### src/rtl/pipe_pkg.sv
// pipe_pkg: shared types and default addresses for the MEM-stage signature sink
package pipe_pkg;
  typedef logic [31:0] word_t;
  typedef enum logic [1:0] {RUN, DRAIN, HALTED} sink_state_e;
  localparam word_t SIG_ADDR_DEF = 32'hFF00_0000;
  localparam word_t HALT_ADDR_DEF = 32'hCAFE_BEEF;
endpackage

### src/rtl/sig_fifo.sv
// sig_fifo: DEPTH x 32 synchronous FIFO with extra-MSB pointers, async active-low reset
module sig_fifo
  import pipe_pkg::*;
#(
  parameter int DEPTH = 16
) (
  input  logic                   clk,
  input  logic                   rst,
  input  logic                   push,
  input  logic                   pop,
  input  word_t                  din,
  output logic                   full,
  output logic                   empty,
  output logic [$clog2(DEPTH):0] level,
  output word_t                  head
);
  localparam int AW = $clog2(DEPTH);
  word_t mem [DEPTH];
  logic [AW:0] wr, rd;
  always_ff @(posedge clk or negedge rst)
    if (!rst) begin
      wr <= '0;
      rd <= '0;
    end else begin
      if (push) wr <= wr + (AW+1)'(1);
      if (pop) rd <= rd + (AW+1)'(1);
    end
  always_ff @(posedge clk)
    if (push) mem[wr[AW-1:0]] <= din;
  assign empty = wr == rd;
  assign full  = (wr[AW] != rd[AW]) && (wr[AW-1:0] == rd[AW-1:0]);
  assign level = wr - rd;
  assign head  = empty ? '0 : mem[rd[AW-1:0]];
endmodule

### src/rtl/sig_mmio_sink.sv
// sig_mmio_sink: snoops MEM-stage stores, streams signature words, halts after draining.
// Optional watchdog enabled by defining SIG_TIMEOUT_EN.
module sig_mmio_sink
  import pipe_pkg::*;
#(
  parameter word_t       SIG_ADDR       = SIG_ADDR_DEF,
  parameter word_t       HALT_ADDR      = HALT_ADDR_DEF,
  parameter int          DEPTH          = 16,
  parameter int unsigned TIMEOUT_CYCLES = 500000
) (
  input  logic        clk,
  input  logic        rst,
  input  logic        st_en,
  input  word_t       st_addr,
  input  word_t       st_data,
  output logic        stall,
  output logic        sig_valid,
  output word_t       sig_data,
  input  logic        sig_ready,
  output logic [15:0] sig_count,
  output logic        halt,
  output logic        timeout
);
  localparam int AW = $clog2(DEPTH);
  if (DEPTH < 2 || (DEPTH & (DEPTH - 1)) != 0 || TIMEOUT_CYCLES == 0)
    $error("sig_mmio_sink: DEPTH must be a power of two >= 2 and TIMEOUT_CYCLES nonzero");
  sink_state_e state, state_nx;
  logic full, empty, pop, push, sig_hit, halt_hit, empty_nx, expire;
  logic [AW:0] level;
  // SIG decode wins if the two addresses are ever configured equal
  assign sig_hit   = st_en && st_addr == SIG_ADDR;
  assign halt_hit  = st_en && st_addr == HALT_ADDR && !sig_hit;
  assign sig_valid = !empty;
  assign pop       = sig_valid && sig_ready;
  assign stall     = state == RUN && sig_hit && full && !pop;
  assign push      = state == RUN && sig_hit && !stall;
  assign empty_nx  = (empty || (pop && level == (AW+1)'(1))) && !push;
  sig_fifo #(.DEPTH(DEPTH)) fifo (
    .clk  (clk),
    .rst  (rst),
    .push (push),
    .pop  (pop),
    .din  (st_data),
    .full (full),
    .empty(empty),
    .level(level),
    .head (sig_data)
  );
`ifdef SIG_TIMEOUT_EN
  logic [31:0] cyc;
  logic        to;
  assign expire  = state == RUN && !halt_hit && cyc == TIMEOUT_CYCLES - 1;
  assign timeout = to;
  always_ff @(posedge clk or negedge rst)
    if (!rst) begin
      cyc <= '0;
      to  <= 1'b0;
    end else begin
      if (state == RUN) cyc <= cyc + 32'd1;
      if (expire) to <= 1'b1;
    end
`else
  assign expire  = 1'b0;
  assign timeout = 1'b0;
`endif
  always_comb begin
    state_nx = state;
    if (state == RUN && (halt_hit || expire)) state_nx = empty_nx ? HALTED : DRAIN;
    if (state == DRAIN && empty_nx) state_nx = HALTED;
  end
  always_ff @(posedge clk or negedge rst)
    if (!rst) begin
      state     <= RUN;
      halt      <= 1'b0;
      sig_count <= '0;
    end else begin
      state     <= state_nx;
      halt      <= state_nx == HALTED;
      sig_count <= (push && sig_count != 16'hFFFF) ? sig_count + 16'd1 : sig_count;
    end
endmodule

### config.mk
export PLATFORM = sky130hd
export DESIGN_NAME = sig_mmio_sink
export DESIGN_NICKNAME = d
export VERILOG_FILES = /design/src/rtl/pipe_pkg.sv /design/src/rtl/sig_fifo.sv /design/src/rtl/sig_mmio_sink.sv
export SDC_FILE = /design/constraint.sdc
export NUM_CORES = 1
export LEC_CHECK = 0
export CORE_ASPECT_RATIO = 1.25
export CORE_UTILIZATION = 60
export CTS_BUF_LIST = sky130_fd_sc_hd__clkbuf_16
export DETAILED_ROUTE_END_ITERATION = 6
export GPL_TIMING_DRIVEN = 0
export PLACE_DENSITY = 0.8
export SYNTH_ARGS = -nofsm -noshare
export SYNTH_HDL_FRONTEND = slang
export SYNTH_SLANG_ARGS = --single-unit
export TNS_END_PERCENT = 100
### constraint.sdc
create_clock -name clk -period 12.8 [get_ports clk]
set_input_delay 1.28 -clock clk [delete_from_list [all_inputs] [get_ports clk]]
set_output_delay 1.28 -clock clk [all_outputs]
set_load 0.02 [all_outputs]
==> flow_metrics.py, run 1 <==
metrics = {
    "floorplanning": {
        "pin_count": 120,
        "start_util_pct": 61.30,
        "rows": 76,
        "fp.dieW_um": 170.4,
        "fp.coreArea_um2": 34710,
        "fp.dieH_um": 212.5,
        "dieArea_um2": 36220,
    },
    "drt": {
        "routed-via-count": 10770,
        "wl_per_cell_um": 30.21,
        "drc": 0,
        "via_per_inst": 6.554,
        "routed_wl_mm": 49.64,
        "drt_iter0_markers": 1454,
        "final_antenna_net_count": 0,
        "first_pass_iters": 7,
    },
    "global_routing": {
        "grt_max_degree": 30,
        "overflow": 0,
        "gr-usage-all-layers_pct": 28.72,
        "grt_pass1_wl_mm": 72.51,
        "antenna_found_initial": 1,
        "grt_pass1_vias": 11220,
    },
    "clock_tree": {
        "clock_latency_ns": 0.57,
        "clockBufferDepth": 3,
        "h-tree-depth": 2,
        "cts_resized": 0,
        "clockRootBuffer": "clkbuf_16",
        "cts.sinks": 541,
        "cts_inserted_buffers": 49,
        "cts_setup_buffers": 0,
        "tritoncts": "built",
        "clk_pin_slew_worst_paths_ns": 0.06,
        "ctsHoldBuffers": 0,
    },
    "synthesis": {
        "synth.avg_cell_area_um2": 22.78,
        "yosysTopAreaCell": "edfxtp_1",
        "netlist_instances": 934,
        "syn-num-nets": 1013,
        "ys_warn_count": 0,
        "synth_seq_cells": 541,
        "synthDistinctLibCells": 39,
        "synthTopCellsByArea": "edfxtp_1 72%, mux4_2 17%, dfrtp_1 3.4%",
        "synth_top_area_share_pct": 72.26,
        "synth_area_um2": 21280,
        "seq_area_frac_synth_pct": 75.67,
    },
    "worst_setup_path": {
        "start_kind": "register",
        "required_ns": 11.52,
        "arrival_ns": 4.87,
        "reg2reg_from": "fifo.rd[1]$_DFFE_PN0P_",
        "path_max_fanout": 10,
        "startpoint": "fifo.rd[1]$_DFFE_PN0P_",
        "crit_path_end_kind": "output port",
        "critPathKind": "reg2out",
    },
    "cells_and_area": {
        "final_cell_mix": "512 x edfxtp_1, 160 x mux4_2, 117 x clkdlybuf4s50_1",
        "drive_above_1_share_pct": 25.21,
        "area_delta_synth_final_pct": 17.33,
        "final_common_cell": "edfxtp_1",
        "final_nets": 1215,
    },
    "sta": {
        "slew_headroom_pct": 19.46,
        "setup_viol": 0,
        "fin_skew_ns": 0.01212,
        "fin_crit_sh_pct": 48.03,
        "timing.hold.ws_ns": 0.4974,
        "worst_pin_slew_ns": 1.208,
        "fmax_mhz": 162.7,
        "rsz0062_at_grt": "false",
        "finalHoldViolations": 0,
        "tns_ns": 0,
        "slew_viol_final": 0,
        "finalCriticalPeriod_ns": 6.148,
    },
    "job": {
        "drv_cap": 0,
    },
    "power_and_ir_drop": {
        "p_leak_nw": 8.065,
        "p_per_area_nw_per_um2": 195.2,
        "ir_drop_mv": 0.1103,
    },
    "worst_hold_path": {
        "hp-class": "reg2reg",
        "min_from": "sig_count[5]$_DFFE_PN0P_",
    },
    "placement": {
        "place_hpwl_mm": 28.56,
        "place.port_buffers": 118,
        "gp_congestion": 0.8119,
    },
    "status": {
        "status": "finished clean",
    },
}
layer usage:
layer  wire length, um  global-route usage (%)  up-vias
met5                 0                       0        -
met4              1366                   9.817        0
met3              4504                   4.207       91
met2             25620                   48.32      694
met1             18150                   39.03     5604
li1                  -                       -     4379
metrics by stage:
stage	instances	power, mW	instance area [um2]	setup WS (ns)	util, %
floorplan	934	3.002	21280	6.807	-
detailed placement	1553	3.536	23500	7.310	67.71
global placement	1520	3.507	23040	2.372	66.39
CTS	1642	4.897	24970	6.637	71.93
finish	1643	4.873	24960	6.652	71.93
global route	1642	5.022	24960	6.476	71.92
area by class of cell:
| class | count | area, um2 |
|---|---|---|
| Buffer | 49 | 239.0 |
| Clock inverter | 38 | 190.2 |
| Antenna cell | 1 | 2.502 |
| Sequential cell | 541 | 16100 |
| Multi-Input combinational cell | 337 | 4951 |
| Clock buffer | 51 | 1276 |
| Tap cell | 468 | 585.6 |
| Fill cell | 1930 | 9744 |
| Inverter | 7 | 26.28 |
| Timing Repair Buffer | 151 | 1593 |
flip-flops by register name, indices dropped and copies added (netlist names):
signal     flops
halt           1
sig_count     16
fifo.mem     512
state          2
fifo.wr        5
fifo.rd        5
synthesized netlist by cell type, drive strengths merged:
cell and number:
nand2 10, inv 7, nor3 2, mux2 2, or4b 1, and4b 10
nand3 6, o22ai 2, xnor2 21, nor2 2, nand2b 2, dfrtp 29
o22a 1, and3 8, fa 1, o21ai 4, mux4 160, buf 28
edfxtp 512, a211oi 2, a21oi 2, ha 10, nand4 19, a21o 3
clkbuf 21, nor4b 7, and2 37, and4 11, conb 1, nor4 7
nor2b 1, xor2 3, or3 1, and3b 1
where the power goes:
| group | leakage, nW | internal (mW) | switching (mW) |
|---|---|---|---|
| logic | 2.32 | 0.794 | 0.767 |
| registers | 4.97 | 1.94 | 0.0114 |
| clock network | 0.774 | 0.737 | 0.620 |
worst paths after layout:
| check | slack, ns | endpoint | depth (start not counted) |
|---|---|---|---|
| min in group asynchronous | 0.75 | sig_count[5]$_DFFE_PN0P_ | 1 |
| max in group asynchronous | 11.59 | fifo.rd[0]$_DFFE_PN0P_ | 1 |
| max | 6.65 | sig_data[17] | 9 |
| min | 0.50 | sig_count[5]$_DFFE_PN0P_ | 1 |
| max reg2reg | 8.33 | fifo.mem[1][31]$_DFFE_PP_ | 10 |
| min reg2reg | 0.50 | sig_count[5]$_DFFE_PN0P_ | 1 |
critical path, cell delays in order (launching register included):
cell and delay [ns]:
dfrtp_1 0.53, clkbuf_1 0.48, clkbuf_1 0.68, inv_1 0.22, ha_1 0.38, and4_1 0.20, nand2_1 0.33, clkbuf_1 0.63
and2_1 0.24, clkdlybuf4s50_1 0.61
cell families after synthesis:
kind of cell / after synthesis / synth area share [%]
AND/OR/NAND/NOR: 125 / 3.934
buffers and inverters: 56 / 1.247
XOR/XNOR: 24 / 0.9880
flip-flops: 541 / 75.67
adder cells (fa/ha/maj): 11 / 0.6822
other: 1 / 0.01762
AO/OA/AOI/OAI: 14 / 0.4175
multiplexers: 162 / 17.04
Power figures use the tool's default switching activity.
==> run 2: changes to the inputs <==
--- a/config.mk
+++ b/config.mk
@@ -6,11 +6,11 @@
 export NUM_CORES = 1
 export LEC_CHECK = 0
 export CORE_ASPECT_RATIO = 1.25
-export CORE_UTILIZATION = 60
+export CORE_UTILIZATION = 59
 export CTS_BUF_LIST = sky130_fd_sc_hd__clkbuf_16
 export DETAILED_ROUTE_END_ITERATION = 6
 export GPL_TIMING_DRIVEN = 0
-export PLACE_DENSITY = 0.8
+export PLACE_DENSITY = 0.79
 export SYNTH_ARGS = -nofsm -noshare
 export SYNTH_HDL_FRONTEND = slang
 export SYNTH_SLANG_ARGS = --single-unit
==> constraint.sdc (replaced) <==
create_clock -name clk -period 5.7 [get_ports clk]
set_input_delay 0.57 -clock clk [delete_from_list [all_inputs] [get_ports clk]]
set_output_delay 0.57 -clock clk [all_outputs]
set_load 0.02 [all_outputs]
==> run 2 against run 1 <==
Against the previous run:
- total power rose by 120%
- sequential share of layout area rose by 0.15 points
- non-clock buffer count rose by 2
- critical endpoint is now sig_data[19]
- wire length fell by 0.97%
- sequential power rose by 130%
- clock-buffer cell count fell by 2
- critical path type unchanged
==> flow_metrics.py, run 2 (same netlist as run 1, synthesis figures left out) <==
metrics = {
    "drt": {
        "drt_iter0_markers": 1201,
        "routed_wl_mm": 49.15,
        "first_pass_iters": 4,
        "drc": 0,
        "routed-via-count": 10790,
        "via_per_inst": 6.537,
        "final_antenna_net_count": 0,
        "wl_per_cell_um": 29.79,
    },
    "worst_setup_path": {
        "worstPathCellList": "clkbuf_1 -> clkbuf_1 -> inv_1 -> ha_1 -> and4_1 -> nand2_1 -> clkbuf_1 -> and2_1 -> clkdlybuf4s50_1",
        "arrival_ns": 4.91,
        "critPathKind": "reg2out",
        "crit_path_end_kind": "output port",
        "ff2ff_setup_slack_ns": 1.17,
        "path_max_fanout": 11,
        "endpoint": "sig_data[19]",
        "startpoint": "fifo.rd[1]$_DFFE_PN0P_",
        "reg2regPathDepth": 11,
        "start_kind": "register",
        "crit_slowest_cell": "clkbuf_1",
        "required_ns": 5.13,
        "cpMostUsedCell": "clkbuf_1",
        "reg2reg_to": "fifo.mem[0][11]$_DFFE_PP_",
        "critPathMaxStageDelay_ns": 0.67,
        "reg2reg_from": "fifo.rd[1]$_DFFE_PN0P_",
    },
    "floorplanning": {
        "dieArea_um2": 36830,
        "rows": 77,
        "fp.dieW_um": 171.9,
        "pin_count": 120,
        "fp.dieH_um": 214.3,
        "fp.coreArea_um2": 35450,
        "start_util_pct": 60.01,
    },
    "sta": {
        "finalHoldViolations": 0,
        "slew_viol_final": 0,
        "worst_pin_slew_ns": 1.093,
        "finalCriticalPeriod_ns": 5.476,
        "slew_headroom_pct": 27.12,
        "rsz0062_at_grt": "false",
        "fmax_mhz": 182.6,
        "setup_viol": 0,
        "fin_crit_sh_pct": 96.08,
        "timing.hold.ws_ns": 0.05507,
        "fin_skew_ns": 0.01241,
    },
    "job": {
        "drv_cap": 0,
    },
    "clock_tree": {
        "tritoncts": "built",
        "cts_resized": 0,
        "clk_pin_slew_worst_paths_ns": 0.06,
        "clockBufferDepth": 3,
        "clockRootBuffer": "clkbuf_16",
        "ctsHoldBuffers": 0,
        "h-tree-depth": 2,
        "cts.sinks": 541,
        "clock_latency_ns": 0.56,
        "cts_setup_buffers": 0,
        "cts_inserted_buffers": 49,
    },
    "global_routing": {
        "grt_pass1_wl_mm": 72.51,
        "grt_pass1_vias": 11270,
        "antenna_found_initial": 0,
        "grt_max_degree": 30,
        "gr-usage-all-layers_pct": 28.14,
        "overflow": 0,
    },
    "cells_and_area": {
        "seq_area_um2": 16100,
        "final_common_cell": "edfxtp_1",
        "final_nets": 1217,
        "fillerInstances": 2107,
        "fin_util_pct": 70.25,
        "drive_above_1_share_pct": 24.77,
        "largest_reg_flops": 512,
        "final_cell_mix": "512 x edfxtp_1, 160 x mux4_2, 117 x clkdlybuf4s50_1",
        "multi_input_area_um2": 4951,
        "area_delta_synth_final_pct": 17.05,
    },
    "power_and_ir_drop": {
        "ir_drop_mv": 0.2285,
        "p_per_area_nw_per_um2": 433.5,
        "p_leak_nw": 8.042,
    },
    "status": {
        "status": "finished clean",
    },
    "placement": {
        "place.port_buffers": 118,
        "gp_congestion": 0.7641,
        "place_hpwl_mm": 29.12,
    },
    "worst_hold_path": {
        "hp-class": "in2async",
    },
}
==> run 2: how the worst min path moves through the flow <==
stage,startpoint,end,slack [ns],cells past startpoint
3_3_place_gp,sig_count[8]$_DFFE_PN0P_,sig_count[8]$_DFFE_PN0P_,0.48,1
3_5_place_dp,fifo.rd[4]$_DFFE_PN0P_,fifo.rd[4]$_DFFE_PN0P_,0.48,1
6_report,rst,sig_count[5]$_DFFE_PN0P_,0.06,1
5_1_grt,rst,sig_count[7]$_DFFE_PN0P_,0.09,1
4_1_cts,fifo.rd[4]$_DFFE_PN0P_,fifo.rd[4]$_DFFE_PN0P_,0.50,1
2_1_floorplan,rst,fifo.rd[0]$_DFFE_PN0P_,0.27,0
==> run 2: through the flow <==
step / worst slack (ns) / power (mW) / std cells / TNS, ns / instance area [um2]
finish: 0.2237 / 10.80 / 1650 / 0 / 24910
global route: 0.1063 / 11.14 / 1649 / 0 / 24900
CTS: 0.2184 / 10.87 / 1649 / 0 / 24910
detailed placement: 0.9034 / 7.954 / 1561 / 0 / 23520
global placement: -4.622 / 7.886 / 1526 / -585.07 / 23050
floorplan: -0.02632 / 6.740 / 934 / -3.369 / 21280
==> run 2: routing by layer <==
metal / GRT usage (%) / up-vias / wire length [um]
li1: - / 4374 / -
met1: 37.67 / 5658 / 17990
met2: 47.29 / 643 / 25770
met3: 4.651 / 111 / 3927
met4: 9.617 / 0 / 1462
met5: 0 / - / 0
==> run 2: report_power, final <==
group | internal (mW) | switching, mW | total [mW]
sequential | 4.36 | 0.0249 | 4.39
combinational | 1.78 | 1.71 | 3.50
clock | 1.55 | 1.36 | 2.91
==> run 2: cell type report <==
cell class / count / share of cell area, %
sequential: 541 / 64.65
multi-input combinational: 337 / 19.88
timing repair buffer: 153 / 6.426
clock buffer: 49 / 4.923
tap: 474 / 2.381
buffer: 49 / 0.9596
clock inverter: 39 / 0.6682
inverter: 7 / 0.1055
antenna: 1 / 0.01005
==> run 2: critical path: cells and delay by family (launching register included) <==
| kind | cells | cell delay [ns] |
|---|---|---|
| buffers and inverters | 5 | 2.63 |
| AND/OR/NAND/NOR | 3 | 0.84 |
| flip-flops | 1 | 0.46 |
| adder cells (fa/ha/maj) | 1 | 0.39 |
==> run 3: changes to the inputs <==
--- a/config.mk
+++ b/config.mk
@@ -11,6 +11,7 @@
 export DETAILED_ROUTE_END_ITERATION = 6
 export GPL_TIMING_DRIVEN = 0
 export PLACE_DENSITY = 0.79
+export RECOVER_POWER = 25
 export SYNTH_ARGS = -nofsm -noshare
 export SYNTH_HDL_FRONTEND = slang
 export SYNTH_SLANG_ARGS = --single-unit
==> run 3 against run 2 <==
Against the previous run:
- the run now ends with max-capacitance violations, max-slew violations left
- total power barely moved
- non-clock buffer count unchanged
- largest cell class unchanged
- final area barely moved
- register-to-register slack is essentially flat
- sequential power hardly changed
- highest routed layer unchanged
- global-route usage is the same
- worst setup slack better by 0.026 ns
- hold slack better by 0.38 ns
==> flow_metrics.py, run 3 (same netlist as run 1, synthesis figures left out) <==
metrics = {
    "status": {
        "status": "complete, but fails checks",
        "violations": "max-capacitance violations, max-slew violations",
    },
    "clock_tree": {
        "cts_resized": 0,
        "cts_setup_buffers": 0,
        "h-tree-depth": 2,
        "clockBufferDepth": 3,
        "clockRootBuffer": "clkbuf_16",
        "tritoncts": "built",
        "clock_latency_ns": 0.56,
        "ctsHoldBuffers": 0,
        "cts_inserted_buffers": 49,
        "clk_pin_slew_worst_paths_ns": 0.06,
        "cts.sinks": 541,
    },
    "power_and_ir_drop": {
        "p_leak_nw": 8.044,
        "p_per_area_nw_per_um2": 433.7,
        "ir_drop_mv": 0.2274,
    },
    "sta": {
        "rsz0062_at_grt": "false",
        "slew_headroom_pct": -10.66,
        "finalCriticalPeriod_ns": 5.451,
        "timing.hold.ws_ns": 0.4310,
        "worst_pin_slew_ns": 1.660,
        "fmax_mhz": 183.5,
        "fin_crit_sh_pct": 95.63,
        "finalHoldViolations": 0,
        "fin_skew_ns": 0.01202,
        "slew_viol_final": 30,
        "timing.final.ws_setup_ns": 0.2493,
        "setup_viol": 0,
    },
    "cells_and_area": {
        "stdcell_count": 1651,
        "drive_above_1_share_pct": 24.68,
        "largest_reg_flops": 512,
        "area_delta_synth_final_pct": 17.06,
        "final_cell_mix": "512 x edfxtp_1, 160 x mux4_2, 101 x clkdlybuf4s50_1",
        "multi_input_area_um2": 4951,
        "fin_util_pct": 70.25,
        "seq_area_um2": 16100,
        "fillerInstances": 2107,
        "final_common_cell": "edfxtp_1",
        "final_nets": 1217,
    },
    "global_routing": {
        "grt_max_degree": 30,
        "antenna_found_initial": 0,
        "grt_pass1_vias": 11270,
        "gr-usage-all-layers_pct": 28.14,
        "overflow": 0,
        "grt_pass1_wl_mm": 72.51,
    },
    "floorplanning": {
        "fp.dieW_um": 171.9,
        "fp.coreArea_um2": 35450,
        "pin_count": 120,
        "start_util_pct": 60.01,
        "fp.dieH_um": 214.3,
        "rows": 77,
        "dieArea_um2": 36830,
    },
    "worst_setup_path": {
        "reg2reg_to": "fifo.mem[0][11]$_DFFE_PP_",
        "start_kind": "register",
        "arrival_ns": 4.88,
        "crit_path_end_kind": "output port",
        "reg2regPathDepth": 11,
        "reg2reg_from": "fifo.rd[1]$_DFFE_PN0P_",
        "required_ns": 5.13,
        "path_max_fanout": 10,
        "startpoint": "fifo.rd[1]$_DFFE_PN0P_",
        "endpoint": "sig_data[19]",
        "critPathKind": "reg2out",
        "ff2ff_setup_slack_ns": 1.16,
    },
    "worst_hold_path": {
        "hp-class": "in2async",
    },
    "placement": {
        "gp_congestion": 0.7641,
        "place_hpwl_mm": 29.12,
        "place.port_buffers": 118,
        "pre_cts_ws_ns": 0.9034,
        "dpl.cell_count": 1561,
    },
    "drt": {
        "wl_per_cell_um": 29.79,
        "drc": 0,
        "routed_wl_mm": 49.19,
        "drt_iter0_markers": 1192,
        "final_antenna_net_count": 0,
        "routed-via-count": 10750,
        "first_pass_iters": 5,
        "via_per_inst": 6.508,
    },
    "job": {
        "drv_cap": 1,
    },
}
[run 3: cell types whose count changed in the layout (fill, tap and decap cells not counted)]
| cell | change |
|---|---|
| clkbuf_1 | +1 |
| clkdlybuf4s50_1 | -16 |
| buf_2 | -1 |
| dlygate4sd3_1 | +16 |
| diode_2 | +1 |
[run 3: final cells by class]
cell class                 instances  share of cell area [%]
clock inverter                    39                  0.6681
antenna                            2                 0.02009
timing repair buffer             153                   6.420
tap                              474                   2.381
sequential                       541                   64.64
clock buffer                      49                   4.923
buffer                            49                  0.9595
multi-input combinational        337                   19.88
inverter                           7                  0.1055
[run 3: worst min path at each step]
stage / slack, ns / endpoint / from / cells after the start
2_1_floorplan: 0.27 / fifo.rd[0]$_DFFE_PN0P_ / rst / 0
3_5_place_dp: 0.48 / fifo.rd[4]$_DFFE_PN0P_ / fifo.rd[4]$_DFFE_PN0P_ / 1
4_1_cts: 0.50 / fifo.rd[4]$_DFFE_PN0P_ / fifo.rd[4]$_DFFE_PN0P_ / 1
6_report: 0.43 / sig_count[5]$_DFFE_PN0P_ / rst / 1
5_1_grt: 0.52 / fifo.wr[4]$_DFFE_PN0P_ / fifo.wr[4]$_DFFE_PN0P_ / 1
3_3_place_gp: 0.48 / sig_count[8]$_DFFE_PN0P_ / sig_count[8]$_DFFE_PN0P_ / 1
[run 3: layer usage]
metal / GRT usage, % / routed length (um)
met3: 4.651 / 3896
met2: 47.29 / 25600
met5: 0 / 0
met4: 9.617 / 1554
met1: 37.67 / 18140
[run 3: critical path: stages, from the launching register on]
cell	delay [ns]
dfrtp_1	0.48
clkbuf_1	0.50
clkbuf_1	0.67
inv_1	0.22
ha_1	0.38
and4_1	0.20
nand2_1	0.33
clkbuf_1	0.60
and2_1	0.30
clkdlybuf4s50_1	0.63
[run 3: stage by stage]
| stage | total power, mW | setup TNS [ns] | instance area, um2 |
|---|---|---|---|
| 6_report | 10.80 | 0 | 24910 |
| 5_1_grt | 11.14 | 0 | 24900 |
| 3_5_place_dp | 7.954 | 0 | 23520 |
| 3_3_place_gp | 7.886 | -585.07 | 23050 |
| 2_1_floorplan | 6.740 | -3.369 | 21280 |
| 4_1_cts | 10.87 | 0 | 24910 |
[run 3: where the power goes]
part           switching (mW)  internal, mW  total (mW)
clock                    1.36          1.55        2.92
sequential             0.0252          4.36        4.39
combinational            1.71          1.78        3.50
